`src/rtl/inst_mem_loader.sv`:
```
// Instruction memory with a byte-serial program loader and a registered fetch port.
// Optional per-word even parity is compiled in with `define INST_MEM_PARITY_EN.
module inst_mem_loader #(
    parameter int unsigned DATA_W = 32,
    parameter int unsigned ADDR_W = 16,
    parameter int unsigned DEPTH  = 32,
    localparam int unsigned CNT_W  = $clog2(DEPTH + 1),
    localparam int unsigned NBYTES = DATA_W / 8
) (
    input  logic              clk,
    input  logic              rst_n,
    input  logic              fetch_req,
    input  logic [ADDR_W-1:0] fetch_addr,
    output logic              fetch_valid,
    output logic [DATA_W-1:0] fetch_data,
    output logic              fetch_fault,
    input  logic              load_start,
    input  logic              load_byte_valid,
    input  logic [7:0]        load_byte,
    input  logic              load_end,
    output logic              load_ready,
    output logic              load_busy,
    output logic [CNT_W-1:0]  load_count,
    output logic              parity_err
);

    localparam int unsigned IDX_W  = (DEPTH > 1) ? $clog2(DEPTH) : 1;
    localparam int unsigned BIDX_W = (NBYTES > 1) ? $clog2(NBYTES) : 1;
    localparam int unsigned CMP_W  = (ADDR_W > CNT_W) ? ADDR_W : CNT_W;
    localparam logic [CNT_W-1:0]  DepthC    = CNT_W'(DEPTH);
    localparam logic [CNT_W-1:0]  LastWordC = CNT_W'(DEPTH - 1);
    localparam logic [BIDX_W-1:0] LastByteC = BIDX_W'(NBYTES - 1);

    typedef enum logic [1:0] {StIdle, StLoad, StRun} state_e;

    state_e             state_q, state_d;
    logic [CNT_W-1:0]   ptr_q, ptr_d;
    logic [BIDX_W-1:0]  bidx_q, bidx_d;
    logic [DATA_W-1:0]  wbuf_q, wbuf_d;
    logic [CNT_W-1:0]   count_d;
    logic               ready_d;
    logic               wr_en;
    logic [DATA_W-1:0]  wr_word;

    logic [DATA_W-1:0]  mem [DEPTH];
    logic [DATA_W-1:0]  rd_word;
    logic [CMP_W-1:0]   addr_ext, count_ext;
    logic               addr_ok;
    logic               par_bad;
    logic               fault;

    // Byte lane placement: first byte of a word goes to the most significant lane.
    always_comb begin
        wr_word = wbuf_q;
        wr_word[(NBYTES - 1 - int'(bidx_q)) * 8 +: 8] = load_byte;
    end

    always_comb begin
        state_d = state_q;
        ptr_d   = ptr_q;
        bidx_d  = bidx_q;
        wbuf_d  = wbuf_q;
        count_d = load_count;
        wr_en   = 1'b0;
        if (load_start) begin
            state_d = StLoad;
            ptr_d   = '0;
            bidx_d  = '0;
            wbuf_d  = '0;
            count_d = '0;
        end else if (state_q == StLoad) begin
            if (load_byte_valid && (ptr_q < DepthC)) begin
                if (bidx_q == LastByteC) begin
                    wr_en   = 1'b1;
                    ptr_d   = ptr_q + 1'b1;
                    count_d = ptr_q + 1'b1;
                    bidx_d  = '0;
                    if (ptr_q == LastWordC) begin
                        state_d = StRun;
                    end
                end else begin
                    wbuf_d = wr_word;
                    bidx_d = bidx_q + 1'b1;
                end
            end
            // The byte in the same cycle is consumed first; a partial word is dropped.
            if (load_end) begin
                state_d = StRun;
            end
        end
        ready_d = (state_d == StLoad) && (ptr_d < DepthC);
    end

    always_ff @(posedge clk) begin
        if (wr_en) begin
            mem[ptr_q[IDX_W-1:0]] <= wr_word;
        end
    end

    assign rd_word   = mem[fetch_addr[IDX_W-1:0]];
    assign addr_ext  = CMP_W'(fetch_addr);
    assign count_ext = CMP_W'(load_count);
    // load_count never exceeds DEPTH, so this range check also bounds the index.
    assign addr_ok   = (state_q == StRun) && (addr_ext < count_ext);
    assign fault     = !addr_ok || par_bad;

`ifdef INST_MEM_PARITY_EN
    logic par_mem [DEPTH];
    logic parity_err_q;

    always_ff @(posedge clk) begin
        if (wr_en) begin
            par_mem[ptr_q[IDX_W-1:0]] <= ^wr_word;
        end
    end

    assign par_bad = addr_ok && (par_mem[fetch_addr[IDX_W-1:0]] != (^rd_word));

    always_ff @(posedge clk or negedge rst_n) begin
        if (!rst_n) begin
            parity_err_q <= 1'b0;
        end else if (load_start) begin
            parity_err_q <= 1'b0;
        end else if (fetch_req && par_bad) begin
            parity_err_q <= 1'b1;
        end
    end

    assign parity_err = parity_err_q;
`else
    assign par_bad    = 1'b0;
    assign parity_err = 1'b0;
`endif

    always_ff @(posedge clk or negedge rst_n) begin
        if (!rst_n) begin
            state_q     <= StIdle;
            ptr_q       <= '0;
            bidx_q      <= '0;
            wbuf_q      <= '0;
            load_count  <= '0;
            load_ready  <= 1'b0;
            load_busy   <= 1'b0;
            fetch_valid <= 1'b0;
            fetch_data  <= '0;
            fetch_fault <= 1'b0;
        end else begin
            state_q     <= state_d;
            ptr_q       <= ptr_d;
            bidx_q      <= bidx_d;
            wbuf_q      <= wbuf_d;
            load_count  <= count_d;
            load_ready  <= ready_d;
            load_busy   <= (state_d == StLoad);
            fetch_valid <= fetch_req;
            if (fetch_req) begin
                fetch_fault <= fault;
                fetch_data  <= fault ? '0 : rd_word;
            end
        end
    end

endmodule
```
`config.mk`:
```
export PLATFORM = sky130hd
export DESIGN_NAME = inst_mem_loader
export DESIGN_NICKNAME = d
export VERILOG_FILES = /design/src/rtl/inst_mem_loader.sv
export SDC_FILE = /design/constraint.sdc
export NUM_CORES = 1
export LEC_CHECK = 0
export ABC_CLOCK_PERIOD_IN_PS = 4100
export CAP_MARGIN = 20
export CORE_MARGIN = 2
export CORE_UTILIZATION = 62
export DETAILED_ROUTE_END_ITERATION = 10
export PLACE_DENSITY_LB_ADDON = 0.1
export SLEW_MARGIN = 10
export SYNTH_ARGS = -nofsm -noshare
export SYNTH_HDL_FRONTEND = slang
export SYNTH_SLANG_ARGS = --single-unit
```
`constraint.sdc`:
```
create_clock -name clk -period 4.1 [get_ports clk]
set_input_delay 0.615 -clock clk [delete_from_list [all_inputs] [get_ports clk]]
set_output_delay 0.615 -clock clk [all_outputs]
set_load 0.1 [all_outputs]
```
**Yosys cells after proc, flatten, opt, wreduce, memory -nomap -nowiden**

Memories as Yosys holds them, arrays and structs flattened.
Cells that the tools add are included.

- Bits in latches: 0
- Output and inout bits: 43
- Input port bits: 30
- Flip-flop bits (word level): 84
- Memories: 1
- Bits in read-only memories: 0
- Word-level logic and storage cells: 66
- Bits in writable memories: 1024

Memory list:

| name | depth | width | rd ports | clocked after Yosys merged registers in | wr ports | line | source |
|---|---|---|---|---|---|---|---|
| mem | 32 | 32 | 1 | 0 | 1 | 45 | `logic [DATA_W-1:0] mem [DEPTH];` |

- Add/sub/neg operators: 4
- Reduce and logical (&&, ||, !) cells: 10
- Equality and inequality tests: 6
- Shift-type cells: 2
- Multiplexer cells: 30
- Divide/modulo/power cells: 0
- $lt $le $gt $ge: 3
- $mul: 0
- Bitwise operators: 0

Operators by type and width:

| operator | count |
|---|---|
| $mux W32 | 5 |
| $mux W6 | 8 |
| $neg A32 Y34 | 1 |
| $shift A8 B34 Y32 const A | 1 |
| $shiftx A8 B34 Y32 | 1 |
| $bwmux W32 | 1 |
| $mux W2 | 10 |
| $lt A16 B6 Y1 | 1 |
| $lt A6 B6 Y1 const B | 2 |
| $add A6 B1 Y6 const B | 1 |
| $eq A6 B5 Y1 const B | 1 |
| $mux W1 | 6 |
| $reduce_and A3 Y1 | 2 |
| $reduce_bool A2 Y1 | 3 |
| $eq A2 B1 Y1 const B | 2 |
| $eq A2 B2 Y1 const B | 2 |
| $logic_and A1 B1 Y1 | 3 |
| $sub A2 B2 Y3 const A | 1 |
| $add A2 B1 Y2 const B | 1 |
| $ne A2 B2 Y1 const B | 1 |
| $reduce_and A2 Y1 | 1 |
| $logic_not A1 Y1 | 1 |

**Depth between registers and ports, before layout**

- Depth in word-level cells: 9
- Mapped depth: 7
- Gate-level depth less buffers: 6

**Worst setup path before layout**

No wires, ideal clock.

- Kind: register to register
- Start: register bidx_q[0]
- End: memory mem[24][0] (enable)
- Data required time: 3.679 ns
- Arrival: 2.993 ns
- Buffers on the path: 1
- Setup time: 0.421 ns
- Clock period less this slack: 3.414 ns
- Slack: 0.686 ns
- Stages on the path, launching flop included: 7
- Path through: dfrtp_1 ha_1 clkbuf_1 nand3b_1 nor3_1 nand2_1 nor2_1

- Word-level cells in the longest chain between the ends: 7

Ends and longest elaborated chain:

| what | line | source |
|---|---|---|
| start: declaration | 38 | `logic [BIDX_W-1:0] bidx_q, bidx_d;` |
| start signal: assignment | 150 | `bidx_q <= bidx_d;` |
| $eq A2 B2 Y1 | 73 | `if (bidx_q == LastByteC) begin` |
| $mux W1 | 73 |  |
| $mux W1 | 72 | `if (load_byte_valid && (ptr_q < DepthC)) begin` |
| $mux W1 | 71 | `end else if (state_q == StLoad) begin` |
| $mux W1 | 65 | `if (load_start) begin` |
| $mux W1 | 95 | `if (wr_en) begin` |
| $mux W1 (implied by the code) | 96 | `mem[ptr_q[IDX_W-1:0]] <= wr_word;` |
| end: declaration | 45 |  |

Every way passes these cells.

**Final worst setup path**

- Start: register bidx_q[0]
- End: memory mem[14][6] (enable)

Same word-level chain as after synthesis.

==> results.toml <==
[pwr]
p_int_w = 0.0186
clkPwrFrac = 0.429
p_sw_frac = 0.204
ir_drop_mv = 0.342
p_leak_nw = 15.7
p_comb_frac = 0.043
power_density_nw_per_um2 = 479
p_sw_w = 0.00478
seq_power_share = 0.528

[sta]
min_period_ps = 3350
post-route-period-util = 0.818
slew_violations = 0
hold_viol = 0
rsz0062_at_grt = "false"
relSlewSlack = 0.262
clock.fmax_ghz = 0.298
worst_slew_pin_slew_ps = 1100
finalSetupViolCount = 0
finalSetupTns_ps = 0
skew_ps = 26.0
fin_ws_ps = 746

[place]
hpwl_um = 58200
pre_cts_slack_ps = 591
finalWeightedCongestion = 0.864
portBuffers = 71

[grt]
grt_pass1_vias = 21700
grt-ovfl-total = 0
track_usage = 0.285
grt_max_degree = 87
grt_pass1_wl_um = 145000
grt_antenna_before_repair = 4

[critical_path]
timing.rr.end = "mem[14][6]"
slowest_stage = "nor3_1"
startpoint = "bidx_q[0]"
r2r_cells = 7
regToRegSetupSlack_ps = 750
crit_chain = "ha_1 > nand3b_1 > nor3_1 > nand2_1 > buf_4 > nor2_4 > buf_12"
cp-start-kind = "flip-flop"
critPathMaxFanout = 17
endpoint = "mem[14][6]"
regToRegStartpoint = "bidx_q[0]"
end_kind = "flip-flop"
crit_arrival_ps = 3710
cp_data_required_time_ps = 4450
cpPeakStageDelay_ps = 590
critical_path_class = "reg2reg"

[clock_tree]
clockBufferDepth = 3
clock_sinks = 1108
post_cts_buffers = 0
clkSlewWorstSetupHoldPaths_ps = 60
cts_hold_buf = 0
root_buffer = "clkbuf_16"
clk_latency_ps = 670
htreeDepth = 3
cts_tree = "done"
cts_buffers = 106
cts.repair.resized = 0

[routing]
drc = 0
drt-initial-drc-count = 2692
drt_pass1_iterations = 5
wirelength_um = 97800
wire_per_inst_um = 30.8
ant_nets = 0
viasPerCell = 6.68
num_vias = 21200

[floorplanning]
dieArea_um2 = 70700
core_um2 = 68200
die_width_um = 266
row_count = 96
ios = 73
dieHeight_um = 266
initial_core_util = 0.623

[yosys]
yosys_register_bits = 1108
synth.avg_cell_area_um2 = 21.1
yosysTopAreaCellShare = 0.723
synthDistinctLibCells = 46
ys.flop_type = "edfxtp_1"
synthArstFlopShare = 0.0758
synth_edf_count = 1024
netlist_top_cells_area = "edfxtp_1 (72%), mux4_2 (14%), dfrtp_1 (4.9%), a22oi_1 (2.3%), nand2_1 (0.92%)"
yosysWarnings = 0
ys_seq_area_frac = 0.772
synthTopCellsByCount = "edfxtp_1 (1024), mux4_2 (256), a22oi_1 (128)"
synth_nets = 2060
synth.most_common_cell = "edfxtp_1"
syn_inst = 2016
synth_area_um2 = 42500
yosys.area.top_type = "edfxtp_1"

[layout]
ff_latch_area_um2 = 32900
nets = 2241
num-fill-cells = 3996
synthToLayoutAreaGrowth_pct = 15.1
drive_gt1_frac = 0.259
multi_input_area_um2 = 9320

[hold_path]
hold_path.class = "in2async"

[run_status]
status = "finished clean"

[run]
maxCapViolations = 0
area by class of cell:
class,instances,area share
clock inverters,57,0.0138
inverters,51,0.00391
clock buffers,144,0.0605
repair buffers,183,0.0378
multi-input cells,747,0.190
diodes,1,0.0000511
well taps,882,0.0225
flip-flops and latches,1108,0.671
sequential cells by signal (all words and copies together) (netlist names), 2 cells and up:
| name | flops |
|---|---|
| load_count | 6 |
| state_q | 2 |
| wbuf_q | 32 |
| mem | 1024 |
| bidx_q | 2 |
| fetch_data | 32 |
| ptr_q | 6 |
cells in the final DEF (no fill, tap or decap), types with 5 or more instances in the layout:
cell type,instances
a21oi_1,7
a221o_1,32
a22o_1,24
a22oi_1,128
a2bb2oi_1,8
buf_12,23
buf_4,89
bufinv_16,14
clkbuf_1,26
clkbuf_16,110
clkbuf_8,8
clkdlybuf4s50_1,67
clkinv_1,13
clkinv_2,20
dfrtp_1,84
edfxtp_1,1024
ha_1,14
inv_1,51
mux4_2,256
nand2_1,104
nand3_1,5
nor2_1,17
nor2_4,33
nor2b_1,33
nor3_1,5
o21ai_1,9
o21ai_2,11
o2bb2ai_1,8
xnor2_1,5
worst min path at each step:
stage	start	to	slack (ps)
6_report	rst_n	wbuf_q[16]	80
5_1_grt	rst_n	ptr_q[5]	140
4_1_cts	rst_n	wbuf_q[16]	100
3_5_place_dp	wbuf_q[14]	wbuf_q[14]	470
3_3_place_gp	wbuf_q[12]	wbuf_q[12]	470
2_1_floorplan	rst_n	bidx_q[0]	320
power by group through the flow:
stage	Sequential, W	Clock [W]	Combinational, W
6_report	0.0124	0.0101	0.000999
5_1_grt	0.0124	0.0106	0.00106
4_1_cts	0.0124	0.0102	0.00100
3_5_place_dp	0.0126	0	0.000997
3_3_place_gp	0.0126	0	0.000963
2_1_floorplan	0.0126	0	0.000562
cell families after synthesis:
| logic type | count (synthesis) | share of synthesized area |
|---|---|---|
| other | 1 | 0.0000882 |
| multiplexers | 257 | 0.136 |
| flip-flops | 1108 | 0.772 |
| XOR/XNOR | 7 | 0.00144 |
| buffers and inverters | 161 | 0.0177 |
| AND/OR/NAND/NOR | 223 | 0.0242 |
| AO/OA/AOI/OAI | 245 | 0.0444 |
| adder cells (fa/ha/maj) | 14 | 0.00412 |
routing by layer:
layer	vias up	part of all wire	track usage
met5	-	0.00063	0
met4	8	0.017	0.0641
met3	124	0.11	0.0625
met2	1125	0.47	0.427
met1	11200	0.41	0.441
li1	8740	-	-
worst max-delay path: cells and delay by family (launching register included):
kind / cells / cell delay (ps)
and+or+nand+nor: 4 / 1600
adders and majority gates: 1 / 420
buffers and inverters: 2 / 520
DFF: 1 / 480
per-stage QoR:
stage | cells | hold WS (ps) | power (W) | util | cell area (um2)
after detailed placement | 2971 | 474 | 0.0136 | 0.664 | 45300
after global placement | 2970 | 471 | 0.0136 | 0.664 | 45300
after global routing | 3172 | 140 | 0.0240 | 0.717 | 48900
after CTS | 3172 | 99.5 | 0.0235 | 0.717 | 48900
after floorplan | 2016 | 319 | 0.0132 | - | 42500
final | 3173 | 84.8 | 0.0234 | 0.718 | 49000
No activity file was read; power rests on OpenSTA's default activity.
